File: config.mk
export PLATFORM = sky130hd
export DESIGN_NAME = shield_oc_guard
export DESIGN_NICKNAME = d
export VERILOG_FILES = /design/src/rtl/shield_oc_guard_pkg.sv /design/src/rtl/shield_oc_guard_chan.sv /design/src/rtl/shield_oc_guard.sv
export SDC_FILE = /design/constraint.sdc
export NUM_CORES = 1
export LEC_CHECK = 0
export BUFFER_PORTS_ARGS = -buffer_cell sky130_fd_sc_hd__buf_2
export CAP_MARGIN = 20
export CORE_AREA = 8 8 124 115
export DETAILED_ROUTE_END_ITERATION = 16
export DIE_AREA = 0 0 132 123
export GPL_ROUTABILITY_DRIVEN = 0
export GPL_TIMING_DRIVEN = 0
export PLACE_DENSITY = 0.81
export SYNTH_ARGS = -nofsm -noshare
export SYNTH_HDL_FRONTEND = slang
export SYNTH_SLANG_ARGS = --single-unit
export TNS_END_PERCENT = 20
File: constraint.sdc
create_clock -name csi_MCLK_clk -period 10 [get_ports csi_MCLK_clk]
set_input_delay 0.5 -clock csi_MCLK_clk [delete_from_list [all_inputs] [get_ports csi_MCLK_clk]]
set_output_delay 0.5 -clock csi_MCLK_clk [all_outputs]
set_load 0.02 [all_outputs]
File: src/rtl/shield_oc_guard_pkg.sv
// Shared definitions for the shield over-current guard: channel states,
// register word indices, register bit positions and the block ID.
package shield_oc_guard_pkg;

  typedef enum logic [1:0] {
    ST_OK   = 2'd0,
    ST_QUAL = 2'd1,
    ST_TRIP = 2'd2,
    ST_COOL = 2'd3
  } chan_state_e;

  localparam logic [1:0] REG_STATUS = 2'd0;
  localparam logic [1:0] REG_CTRL   = 2'd1;
  localparam logic [1:0] REG_COUNT  = 2'd2;
  localparam logic [1:0] REG_ID     = 2'd3;

  localparam int KILL_LSB   = 0;
  localparam int STICKY_LSB = 8;
  localparam int LIVE_LSB   = 16;
  localparam int IRQEN_LSB  = 0;
  localparam int RETRY_LSB  = 8;
  localparam int CNTB_LSB   = 8;

  localparam logic [31:0] GUARD_ID = 32'h0C6A_0001;

endpackage

File: src/rtl/shield_oc_guard_chan.sv
// One over-current channel: pin synchroniser, qualify/trip/cool-down FSM
// and the saturating trip counter.
module oc_guard_chan
  import shield_oc_guard_pkg::*;
#(
  parameter int DEBOUNCE_CYCLES = 1000,
  parameter int COOL_CYCLES     = 1000000,
  parameter int CNT_W           = 8
) (
  input  logic             clk_i,
  input  logic             rst_i,
  input  logic             ocn_raw_i,
  input  logic             retry_en_i,
  input  logic             w1c_i,
  input  logic             cnt_clr_i,
  output logic             sync_o,
  output logic             kill_o,
  output logic             filt_o,
  output logic             trip_o,
  output logic [CNT_W-1:0] trip_cnt_o
);

  localparam logic [15:0]      DEB_LAST  = 16'(DEBOUNCE_CYCLES);
  localparam logic [23:0]      COOL_LAST = 24'(COOL_CYCLES - 1);
  localparam logic [CNT_W-1:0] CNT_MAX   = {CNT_W{1'b1}};
  localparam logic [CNT_W-1:0] CNT_ONE   = {{(CNT_W-1){1'b0}}, 1'b1};

  logic [1:0]       sync_q;
  chan_state_e      state_q, state_d;
  logic [15:0]      deb_q, deb_d;
  logic [23:0]      cool_q, cool_d;
  logic             kill_q, kill_d;
  logic             filt_q;
  logic [CNT_W-1:0] cnt_q, cnt_d, cnt_base_s;
  logic             trip_s;
  logic             s_s;

  assign s_s = sync_q[1];

  // Synchroniser idles high so reset can never look like a fault.
  always_ff @(posedge clk_i or posedge rst_i) begin
    if (rst_i) begin
      sync_q <= 2'b11;
    end else begin
      sync_q <= {sync_q[0], ocn_raw_i};
    end
  end

  // Channel FSM next state, debounce and cool-down counting.
  always_comb begin
    state_d = state_q;
    deb_d   = deb_q;
    cool_d  = cool_q;
    trip_s  = 1'b0;
    case (state_q)
      ST_OK: begin
        if (!s_s) begin
          state_d = ST_QUAL;
          deb_d   = 16'd1;
        end else begin
          state_d = ST_OK;
        end
      end
      ST_QUAL: begin
        if (s_s) begin
          state_d = ST_OK;
        end else if (deb_q == DEB_LAST) begin
          state_d = ST_TRIP;
          trip_s  = 1'b1;
        end else begin
          deb_d = deb_q + 16'd1;
        end
      end
      ST_TRIP: begin
        if (retry_en_i || w1c_i) begin
          state_d = ST_COOL;
          cool_d  = 24'd0;
        end else begin
          state_d = ST_TRIP;
        end
      end
      ST_COOL: begin
        if (cool_q == COOL_LAST) begin
          // A fault still present at the end of cool-down restarts it silently.
          cool_d  = 24'd0;
          state_d = s_s ? ST_OK : ST_COOL;
        end else begin
          cool_d = cool_q + 24'd1;
        end
      end
      default: begin
        state_d = ST_OK;
      end
    endcase
    kill_d = (state_d == ST_TRIP) || (state_d == ST_COOL);
  end

  // Trip counter: a clear and a trip in the same cycle leaves one trip counted.
  always_comb begin
    if (cnt_clr_i) begin
      cnt_base_s = '0;
    end else begin
      cnt_base_s = cnt_q;
    end
    if (trip_s && (cnt_base_s != CNT_MAX)) begin
      cnt_d = cnt_base_s + CNT_ONE;
    end else begin
      cnt_d = cnt_base_s;
    end
  end

  // Channel state registers.
  always_ff @(posedge clk_i or posedge rst_i) begin
    if (rst_i) begin
      state_q <= ST_OK;
      deb_q   <= 16'd0;
      cool_q  <= 24'd0;
      kill_q  <= 1'b0;
      filt_q  <= 1'b1;
      cnt_q   <= '0;
    end else begin
      state_q <= state_d;
      deb_q   <= deb_d;
      cool_q  <= cool_d;
      kill_q  <= kill_d;
      filt_q  <= ~kill_d;
      cnt_q   <= cnt_d;
    end
  end

  assign sync_o     = s_s;
  assign kill_o     = kill_q;
  assign filt_o     = filt_q;
  assign trip_o     = trip_s;
  assign trip_cnt_o = cnt_q;

endmodule

File: src/rtl/shield_oc_guard.sv
// Over-current guard for both shield ports: two channels, Avalon-MM
// register file, maskable interrupt and PWREN override.
module shield_oc_guard
  import shield_oc_guard_pkg::*;
#(
  parameter int DEBOUNCE_CYCLES = 1000,
  parameter int COOL_CYCLES     = 1000000,
  parameter int CNT_W           = 8
) (
  input  logic        csi_MCLK_clk,
  input  logic        rsi_MRST_reset,
  input  logic [1:0]  avs_ctrl_address,
  input  logic [31:0] avs_ctrl_writedata,
  output logic [31:0] avs_ctrl_readdata,
  input  logic [3:0]  avs_ctrl_byteenable,
  input  logic        avs_ctrl_write,
  input  logic        avs_ctrl_read,
  output logic        avs_ctrl_waitrequest,
  output logic        ins_GUARD_irq,
  input  logic        coe_A_OCN_raw,
  input  logic        coe_B_OCN_raw,
  output logic        coe_A_OCN_filt,
  output logic        coe_B_OCN_filt,
  input  logic        coe_A_PWREN_in,
  input  logic        coe_B_PWREN_in,
  output logic        coe_A_PWREN,
  output logic        coe_B_PWREN
);

  logic [1:0]       kill_s, sync_s, trip_s, w1c_s;
  logic [1:0]       sticky_q, sticky_d;
  logic [1:0]       irq_en_q, irq_en_d;
  logic [1:0]       retry_en_q, retry_en_d;
  logic             irq_q;
  logic             cnt_clr_s;
  logic             wr_status_s, wr_ctrl_s;
  logic [CNT_W-1:0] cnt_a_s, cnt_b_s;
  logic [31:0]      rdata_s;
  logic             unused_ok_s;

  oc_guard_chan #(
    .DEBOUNCE_CYCLES(DEBOUNCE_CYCLES), .COOL_CYCLES(COOL_CYCLES), .CNT_W(CNT_W)
  ) u_chan_a (
    .clk_i(csi_MCLK_clk), .rst_i(rsi_MRST_reset), .ocn_raw_i(coe_A_OCN_raw),
    .retry_en_i(retry_en_q[0]), .w1c_i(w1c_s[0]), .cnt_clr_i(cnt_clr_s),
    .sync_o(sync_s[0]), .kill_o(kill_s[0]), .filt_o(coe_A_OCN_filt),
    .trip_o(trip_s[0]), .trip_cnt_o(cnt_a_s)
  );

  oc_guard_chan #(
    .DEBOUNCE_CYCLES(DEBOUNCE_CYCLES), .COOL_CYCLES(COOL_CYCLES), .CNT_W(CNT_W)
  ) u_chan_b (
    .clk_i(csi_MCLK_clk), .rst_i(rsi_MRST_reset), .ocn_raw_i(coe_B_OCN_raw),
    .retry_en_i(retry_en_q[1]), .w1c_i(w1c_s[1]), .cnt_clr_i(cnt_clr_s),
    .sync_o(sync_s[1]), .kill_o(kill_s[1]), .filt_o(coe_B_OCN_filt),
    .trip_o(trip_s[1]), .trip_cnt_o(cnt_b_s)
  );

  assign wr_status_s = avs_ctrl_write && (avs_ctrl_address == REG_STATUS);
  assign wr_ctrl_s   = avs_ctrl_write && (avs_ctrl_address == REG_CTRL);
  assign cnt_clr_s   = avs_ctrl_write && (avs_ctrl_address == REG_COUNT) && avs_ctrl_byteenable[0];
  assign w1c_s       = (wr_status_s && avs_ctrl_byteenable[1]) ?
                       avs_ctrl_writedata[STICKY_LSB +: 2] : 2'b00;

  // Register next state; a new trip beats a same-cycle W1C.
  always_comb begin
    sticky_d = (sticky_q & ~w1c_s) | trip_s;
    if (wr_ctrl_s && avs_ctrl_byteenable[0]) begin
      irq_en_d = avs_ctrl_writedata[IRQEN_LSB +: 2];
    end else begin
      irq_en_d = irq_en_q;
    end
    if (wr_ctrl_s && avs_ctrl_byteenable[1]) begin
      retry_en_d = avs_ctrl_writedata[RETRY_LSB +: 2];
    end else begin
      retry_en_d = retry_en_q;
    end
  end

  // Register file and interrupt flop.
  always_ff @(posedge csi_MCLK_clk or posedge rsi_MRST_reset) begin
    if (rsi_MRST_reset) begin
      sticky_q   <= 2'b00;
      irq_en_q   <= 2'b00;
      retry_en_q <= 2'b00;
      irq_q      <= 1'b0;
    end else begin
      sticky_q   <= sticky_d;
      irq_en_q   <= irq_en_d;
      retry_en_q <= retry_en_d;
      irq_q      <= |(sticky_q & irq_en_q);
    end
  end

  // Read mux; reads have no side effects.
  always_comb begin
    rdata_s = 32'h0000_0000;
    case (avs_ctrl_address)
      REG_STATUS: begin
        rdata_s[KILL_LSB +: 2]   = kill_s;
        rdata_s[STICKY_LSB +: 2] = sticky_q;
        rdata_s[LIVE_LSB +: 2]   = ~sync_s;
      end
      REG_CTRL: begin
        rdata_s[IRQEN_LSB +: 2] = irq_en_q;
        rdata_s[RETRY_LSB +: 2] = retry_en_q;
      end
      REG_COUNT: begin
        rdata_s[0 +: CNT_W]        = cnt_a_s;
        rdata_s[CNTB_LSB +: CNT_W] = cnt_b_s;
      end
      REG_ID: begin
        rdata_s = GUARD_ID;
      end
      default: begin
        rdata_s = 32'h0000_0000;
      end
    endcase
  end

  assign avs_ctrl_readdata    = rdata_s;
  assign avs_ctrl_waitrequest = 1'b0;
  assign ins_GUARD_irq        = irq_q;
  assign coe_A_PWREN          = coe_A_PWREN_in | kill_s[0];
  assign coe_B_PWREN          = coe_B_PWREN_in | kill_s[1];

  assign unused_ok_s = ^{avs_ctrl_read, avs_ctrl_writedata[31:10],
                         avs_ctrl_writedata[7:2], avs_ctrl_byteenable[3:2]};

endmodule

# Word-level counts from Yosys, hierarchy flattened
# Cells that the tools add are included.
totals:
  reg_bits: 115
  output_inout_bits: 38
  word_cells: 130
op_classes:
  addsub: 6
  n_eq_ne: 27
  mux: 45
  bitwise_logic: 9
  n_reduce_logical: 25
op_table:
  columns: ["op", "n"]
  rows:
  - ["$mux W16", 6]
  - ["$mux W24", 4]
  - ["$pmux W24 S2", 2]
  - ["$pmux W16 S2", 2]
  - ["$add A24 B1 Y24 const B", 2]
  - ["$eq A24 B20 Y1 const B", 2]
  - ["$add A16 B1 Y16 const B", 2]
  - ["$eq A16 B10 Y1 const B", 2]
  - ["$mux W8", 4]
  - ["$pmux W2 S4", 4]
  - ["$eq A2 B2 Y1 const B", 10]
  - ["$mux W2", 9]
  - ["$add A8 B1 Y8 const B", 2]
  - ["$ne A8 B8 Y1 const B", 2]
  - ["$mux W6", 2]
  - ["$ne A2 B2 Y1 const B", 6]
  - ["$mux W1", 10]
  - ["$mux W10", 1]
  - ["$logic_and A1 B1 Y1", 9]
  - ["$reduce_and A4 Y1", 2]
  - ["$reduce_bool A2 Y1", 4]
  - ["$eq A2 B1 Y1 const B", 3]
  - ["$logic_not A2 Y1", 3]
  - ["$and A2 B2 Y2", 2]
  - ["other kinds (9)", 17]

# Logic depth before layout (Yosys ltp)
# Gate-level depths: netlist of the first run.
depth:
  word_depth: 10
  depth_mapped: 13

# Modules after synthesis
# From an unflattened synthesis of the first run, not the netlist that was laid out.
hier_totals:
  hier_cells: 682
  area_unflattened_um2: 6379.9
modules_own_cells:
  columns: ["module", "n_inst", "cells_each", "area_per_inst_um2", "seq_area_each_um2"]
  rows:
  - ["oc_guard_chan at u_chan_b", 1, 309, 2876.5, 1355.0]
  - ["oc_guard_chan at u_chan_a", 1, 301, 2852.7, 1355.0]
  - ["shield_oc_guard", 1, 72, 650.6, 175.2]

# Worst setup path before layout of the first run
# OpenSTA, ideal clock, no wires.
synth_path:
  path_kind: "input to register"
  startpoint: "input port avs_ctrl_address[0]"
  endpoint: "register u_chan_b.cnt_q[0], in the netlist u_chan_b.trip_cnt_o[0]"
  arrival_ps: 2645
  slack_ps: 7233
  path_stages: 12
  n_path_buf: 3
  cell_sequence: "inv_1 ha_1 clkbuf_1 nand3_1 clkbuf_1 and2_1 ha_1 nand4_1 or2_2 clkbuf_1 o21a_1 o221a_2"
synth_via:
  elab_chain_len: 7
  elab_cells_between_ends: 8
  classes_between: "add/sub: 1; eq/ne: 2; mux: 2; reduce/logical: 3"
synth_rtl:
  columns: ["item", "line_no", "source"]
  rows:
  - ["start, declared", "shield_oc_guard.sv:12", "input logic [1:0] avs_ctrl_address,"]
  - ["$eq A2 B2 Y1 (*)", "shield_oc_guard.sv:61", "assign cnt_clr_s = avs_ctrl_write && (avs_ctrl_address == REG_COUNT) && avs_ctrl_byteenable[0];"]
  - ["$logic_and A1 B1 Y1 (*) (2 in series)", "shield_oc_guard.sv:61", null]
  - ["$mux W8 (*)", "shield_oc_guard_chan.sv:100", "if (cnt_clr_i) begin"]
  - ["parallel branches: the longest is 2 deep, another holds $add A8 B1 Y8", null, null]
  - ["$mux W8 (*)", "shield_oc_guard_chan.sv:105", "if (trip_s && (cnt_base_s != CNT_MAX)) begin"]
  - ["net u_chan_b.cnt_d[0]", "shield_oc_guard_chan.sv:34", "logic [CNT_W-1:0] cnt_q, cnt_d, cnt_base_s;"]
  - ["end signal, assigned", "shield_oc_guard_chan.sv:127", "cnt_q <= cnt_d;"]
  - ["end, declared", "shield_oc_guard_chan.sv:34", null]
# Mark *: on every way through the listed nets, which the timed path passes.
# A chain may end at the register's enable or synchronous reset.

# Worst setup path in the final report of the first run
layout_path:
  startpoint: "input port avs_ctrl_address[0]"
  endpoint: "register u_chan_b.cnt_q[3], in the netlist u_chan_b.trip_cnt_o[3]"
# The elaborated chain is that of the path after synthesis.

==> results of run 1 <==
[kinds of logic (layout without fill, tap and decap cells)]
group	after synthesis	count (layout)	share of synthesized area, %
buf+inv	65	137	4.745
xor+xnor	41	41	5.536
mux	10	10	1.678
flops	115	115	44.48
compound gates	125	125	12.92
fa+ha+maj	13	13	2.508
simple gates	330	330	28.07
other cells	1	10	0.05781
[report_power, final]
group          internal, mW  switching (mW)  total [mW]
Combinational        0.0296          0.0484      0.0780
Clock                 0.347           0.200       0.546
Sequential            0.479          0.0154       0.495
Total                 0.856           0.264        1.12
[layout make-up]
type / count / area [µm²]
buffer: 41 / 217.7
clock buffer: 22 / 464.2
clock inverter: 7 / 60.06
fill: 1015 / 4758
inverter: 24 / 92.59
multi-input combinational: 529 / 3327
sequential: 115 / 2885
tap: 164 / 205.2
timing repair buffer: 43 / 237.7
[metal layers]
layer / part of all wire (%) / track usage [%] / up-vias
met5: 0 / 0 / -
met4: 1.0 / 6.523 / 0
met3: 4.0 / 4.021 / 16
met2: 52 / 34.98 / 115
met1: 43 / 22.37 / 2733
li1: - / - / 2637
[sequential cells by signal (all words and copies together), names as in the netlist]
name	cells
u_chan_b.kill_o	1
u_chan_a.state_q	2
u_chan_b.sync_q	2
u_chan_a.deb_q	16
u_chan_b.state_q	2
u_chan_a.cool_q	24
irq_en_q	2
u_chan_b.filt_o	1
u_chan_b.trip_cnt_o	8
u_chan_a.trip_cnt_o	8
ins_GUARD_irq	1
u_chan_b.deb_q	16
u_chan_a.kill_o	1
sticky_q	2
u_chan_a.filt_o	1
u_chan_a.sync_q	2
retry_en_q	2
u_chan_b.cool_q	24
[worst max-delay path by stage]
stage,to,slack (ns),depth (start not counted)
after floorplan,ins_GUARD_irq$_DFF_PP0_,6.47,1
after global placement,u_chan_b.cool_q[3]$_DFFE_PP0P_,5.19,2
after detailed placement,u_chan_b.trip_cnt_o[3]$_DFF_PP0_,6.63,14
after CTS,u_chan_b.trip_cnt_o[3]$_DFF_PP0_,7.05,14
after global routing,u_chan_b.trip_cnt_o[3]$_DFF_PP0_,6.83,14
final,u_chan_b.trip_cnt_o[3]$_DFF_PP0_,7.05,14
[critical path, stage by stage]
cell and delay, ns:
buf_2 0.13, inv_1 0.11, ha_1 0.16, clkbuf_1 0.32, nand3_1 0.21, clkbuf_1 0.26
and2_1 0.23, ha_1 0.25, nand4_1 0.15, or2_2 0.12, clkbuf_1 0.20, nor4b_1 0.35
xnor2_1 0.17, nor2_1 0.05
[cells in the final DEF, fill, tap and decap left out, drive strengths merged, types with 20 or more instances in the layout]
cell type	n
buf	65
inv	24
nand3	47
a21oi	20
and2	22
dfrtp	109
o21ai	39
nand2	73
clkbuf	41
xor2	24
nand4	31
nor2	61
[per-stage QoR]
| stage | util [%] | area (µm²) |
|---|---|---|
| 6_report | 61.15 | 7490 |
| 5_1_grt | 61.15 | 7490 |
| 4_1_cts | 61.15 | 7490 |
| 3_5_place_dp | 56.87 | 6965 |
| 3_3_place_gp | 56.62 | 6935 |
| 2_1_floorplan | - | 6520 |
==> impl_metrics.toml, run 1 <==
[status]
status = "complete, no violations"

[synth]
ys_types = 72
synth.area.top_cells = "dfrtp_1 (42%), nand2_1 (4.2%), nand3_1 (3.6%)"
synthTopCellsByCount = "dfrtp_1 (109), nand2_1 (73), nor2_1 (60)"
yosysTopAreaCell = "dfrtp_1"
synth_edf_count = 0
synth_top_flop_cell = "dfrtp_1"
synth_seq_cells = 115
synthesis.instances = 700
synthArstFlopShare_pct = 100.0
ys_seq_area_share_pct = 44.48
ys_warn_count = 0
synth_most_common_cell = "dfrtp_1"
synth_top_cell_area_share_pct = 42.05
netlist_area_um2 = 6486
syn_avg_cell_area_um2 = 9.266

[timing]
setup-violations-final = 0
whs_ns = 0.1856
finalWorstSetupSlack_ns = 7.050
post-route-period-util_pct = 29.50
relSlewSlack_pct = 44.83
fin_tns_setup_ns = 0
fin_skew_ns = 0.006263
period_needed_ns = 2.950
maxSlewViolCount = 0
final_hold_viol_count = 0
rsz0062_at_grt = "no"
tightestPinTransition_ns = 0.8200
fmax_mhz = 339.0

[setup_path]
r2r_cells = 8
startpoint = "avs_ctrl_address[0]"
ff2ff_setup_slack_ns = 7.66
critPathMaxFanout = 10
worstPathRequired_ns = 10.28
timing.rr.end = "u_chan_b.cool_q[18]$_DFFE_PP0P_"
crit-reg2reg-launch = "u_chan_b.cool_q[0]$_DFFE_PP0P_"
critPathLaunchType = "input pin"
path_class = "in2reg"
arrival_ns = 3.23
endpoint_kind = "flop"

[global_routing]
grt_overflow = 0
grt_max_degree = 62
grt_use_total_pct = 19.23
grt_pass1_vias = 5528
antenna_found_initial = 0
grt_pass1_wl_um = 25770

[floorplanning]
ios = 84
num_rows = 39
start_util_pct = 52.96
die_w_um = 132
core_um2 = 12250
dieArea_um2 = 16240
die_y_um = 123

[cts]
clk_pin_slew_ns = 0.05
cts_buffer_depth = 2
cts_resized = 0
htreeDepth = 4
post_cts_buffers = 0
cts_sinks = 115
numCtsBuffers = 17
clk_latency_ns = 0.41
tritoncts = "yes"
ctsHoldBuffers = 0
cts-root-buf = "clkbuf_16"

[pwr]
p_total_mw = 1.119
power_density_nw_per_um2 = 149.4
peakVddDrop_mv = 0.1143
p_leak_nw = 3.402

[final_layout]
final_cells = 945
areaGrowthSynthToFinish_pct = 15.47
drive_gt1_share_pct = 16.77
nets = 830
antenna_cells = 0

[placed_design]
hpwlAfterDp_um = 10680
pre_cts_slack_ns = 6.632
portBuffers = 42
dp.cells = 916

[route]
drc_errors = 0
wl_per_cell_um = 15.89
route.vias.total = 5501
vias_per_cell = 5.821
ant_nets = 0
routed_wl_um = 15020
first_pass_iters = 6
drtIter0Drc = 356

[min_path]
hold_path_depth = 1
hold_path_end = "u_chan_b.sync_q[0]$_DFF_PP1_"
hold_start = "coe_B_OCN_raw"
hold_class = "in2reg"

[flow_run]
max-cap-violations = 0
Note: power is estimated with default switching activity, not from simulation.
==> run 2, diff against run 1 <==
--- a/config.mk
+++ b/config.mk
@@ -7,12 +7,12 @@
 export LEC_CHECK = 0
 export BUFFER_PORTS_ARGS = -buffer_cell sky130_fd_sc_hd__buf_2
 export CAP_MARGIN = 20
-export CORE_AREA = 8 8 124 115
+export CORE_AREA = 8 8 126 116
 export DETAILED_ROUTE_END_ITERATION = 16
-export DIE_AREA = 0 0 132 123
+export DIE_AREA = 0 0 134 124
 export GPL_ROUTABILITY_DRIVEN = 0
 export GPL_TIMING_DRIVEN = 0
-export PLACE_DENSITY = 0.81
+export PLACE_DENSITY = 0.82
 export SYNTH_ARGS = -nofsm -noshare
 export SYNTH_HDL_FRONTEND = slang
 export SYNTH_SLANG_ARGS = --single-unit
==> constraint.sdc (replaced) <==
create_clock -name csi_MCLK_clk -period 2.35 [get_ports csi_MCLK_clk]
set_input_delay 0.1175 -clock csi_MCLK_clk [delete_from_list [all_inputs] [get_ports csi_MCLK_clk]]
set_output_delay 0.1175 -clock csi_MCLK_clk [all_outputs]
set_load 0.02 [all_outputs]
==> impl_metrics.toml, run 2 (synthesis gave the netlist of run 1 again) <==
[status]
status = "complete, no violations"

[timing]
period_needed_ns = 2.225
final_hold_viol_count = 0
finalWorstSetupSlack_ns = 0.1251
tightestPinTransition_ns = 0.8316
post-route-period-util_pct = 94.67
setup-violations-final = 0
rsz0062_at_grt = "yes"
fin_skew_ns = 0.008740
relSlewSlack_pct = 44.23
fmax_mhz = 449.5
maxSlewViolCount = 0

[placed_design]
portBuffers = 42
hpwlAfterDp_um = 10310
placed_cell_area_um2 = 6999
pre_cts_slack_ns = -0.5921
dp.cells = 918

[cts]
tritoncts = "yes"
clk_latency_ns = 0.42
numCtsBuffers = 17
htreeDepth = 4
cts_sinks = 115
cts_buffer_depth = 2
clk_pin_slew_ns = 0.06
cts-root-buf = "clkbuf_16"

[flow_run]
max-cap-violations = 0

[final_layout]
antenna_cells = 0
nets = 839
areaGrowthSynthToFinish_pct = 19.52
reg.largest.list = "u_chan_a.cool_q (24), u_chan_b.cool_q (24)"
final_area_um2 = 7752
mostFrequentLayoutCells = "dfrtp_1 (109), nand2_1 (73), nor2_1 (59)"
layout_commonest_cell = "dfrtp_1"
drive_gt1_share_pct = 18.03
final_cells = 957

[route]
first_pass_iters = 5
route.vias.total = 5485
drc_errors = 0
vias_per_cell = 5.731
routed_wl_um = 14910
wl_per_cell_um = 15.58
ant_nets = 0
drtIter0Drc = 442

[global_routing]
antenna_found_initial = 0
grt_max_degree = 33
grt_pass1_wl_um = 24760
grt_use_total_pct = 18.41
grt_pass1_vias = 5217
grt_overflow = 0

[setup_path]
critPathMaxFanout = 10
cp_slowest_cell = "dfrtp_1"
path_class = "reg2reg"
worstPathRequired_ns = 2.67
crit_path_max_incr_delay_ns = 0.40
path_cells = "ha_1, and3_1, clkbuf_1, nand3_1, o21ai_1, buf_2, o21ai_0, a21o_1"
endpoint_kind = "flop"
critPathLaunchType = "flop"
arrival_ns = 2.54

[floorplanning]
dieArea_um2 = 16620
die_y_um = 124
num_rows = 39
die_w_um = 134
core_um2 = 12440
ios = 84
start_util_pct = 52.13

[pwr]
pwr-share-clk_pct = 53.7
peakVddDrop_mv = 0.4968
power_density_nw_per_um2 = 683.7
p_leak_nw = 3.505
p_int_mw = 4.134
sw_frac_of_total_pct = 22.01
switching_power_mw = 1.167
p_comb_share_pct = 6.5
seqPwrFrac_pct = 39.7

[min_path]
hold_class = "in2reg"
-- run 2: metrics by stage --
stage | hold slack, ns | setup TNS, ns | total power, mW | utilization (%)
floorplan | 0.1220 | -0.03498 | 2.357 | -
global placement | 0.2226 | -3.232 | 2.446 | 55.77
detailed placement | 0.2241 | -4.250 | 2.466 | 56.25
CTS | 0.1094 | 0 | 5.329 | 62.05
global route | 0.1323 | -0.06226 | 5.460 | 62.30
finish | 0.1186 | 0 | 5.300 | 62.30
-- run 2: critical path: cells and delay by family, from the launching register on --
family          cells  cell delay, ns
compound gates      3            0.66
buf+inv             2            0.49
flops               1            0.40
simple gates        2            0.36
fa+ha+maj           1            0.21
-- run 2: layer usage --
| layer | wire [µm] | vias to the layer above | global-route usage, % |
|---|---|---|---|
| met1 | 6495 | 2643 | 21.82 |
| met3 | 712 | 30 | 4.597 |
| met4 | 396 | 0 | 8.269 |
| li1 | - | 2661 | - |
| met2 | 7305 | 151 | 31.44 |
| met5 | 0 | - | 0 |
-- run 2: final cells by class --
class | instances | area, µm²
buffer | 40 | 217.7
sequential | 115 | 2885
multi-input combinational | 529 | 3351
clock inverter | 10 | 177.7
fill | 1041 | 4691
inverter | 24 | 93.84
timing repair buffer | 53 | 347.8
tap | 164 | 205.2
clock buffer | 22 | 474.2
-- run 2: worst paths after layout --
path	start	to	slack [ns]	cells after the start
max in group asynchronous	rsi_MRST_reset	u_chan_a.trip_cnt_o[2]$_DFF_PP0_	1.25	5
min	avs_ctrl_byteenable[0]	irq_en_q[0]$_DFFE_PP0P_	0.12	3
min in group asynchronous	rsi_MRST_reset	u_chan_b.cool_q[22]$_DFFE_PP0P_	0.34	3
min reg2reg	u_chan_a.sync_q[0]$_DFF_PP1_	u_chan_a.sync_q[1]$_DFF_PP1_	0.36	0
max reg2reg	u_chan_b.cool_q[0]$_DFFE_PP0P_	u_chan_b.cool_q[2]$_DFFE_PP0P_	0.13	8
max	u_chan_b.cool_q[0]$_DFFE_PP0P_	u_chan_b.cool_q[2]$_DFFE_PP0P_	0.13	8
-- run 2: power groups by stage --
| stage | clock (mW) | combinational, mW | sequential, mW |
|---|---|---|---|
| after global routing | 2.97 | 0.381 | 2.11 |
| final | 2.85 | 0.346 | 2.11 |
| after global placement | 0 | 0.312 | 2.13 |
| after CTS | 2.88 | 0.347 | 2.10 |
| after detailed placement | 0 | 0.332 | 2.13 |
| after floorplan | 0 | 0.238 | 2.12 |
-- run 2: what timing repair did --
action / in CTS / in global routing
hold buffers: 7 / 0
setup endpoints to repair: 10 / 15
setup buffers: 0 / 1
hold endpoints to repair: 31 / 0
resized for setup: 2 / 6
pin swaps: 0 / 1
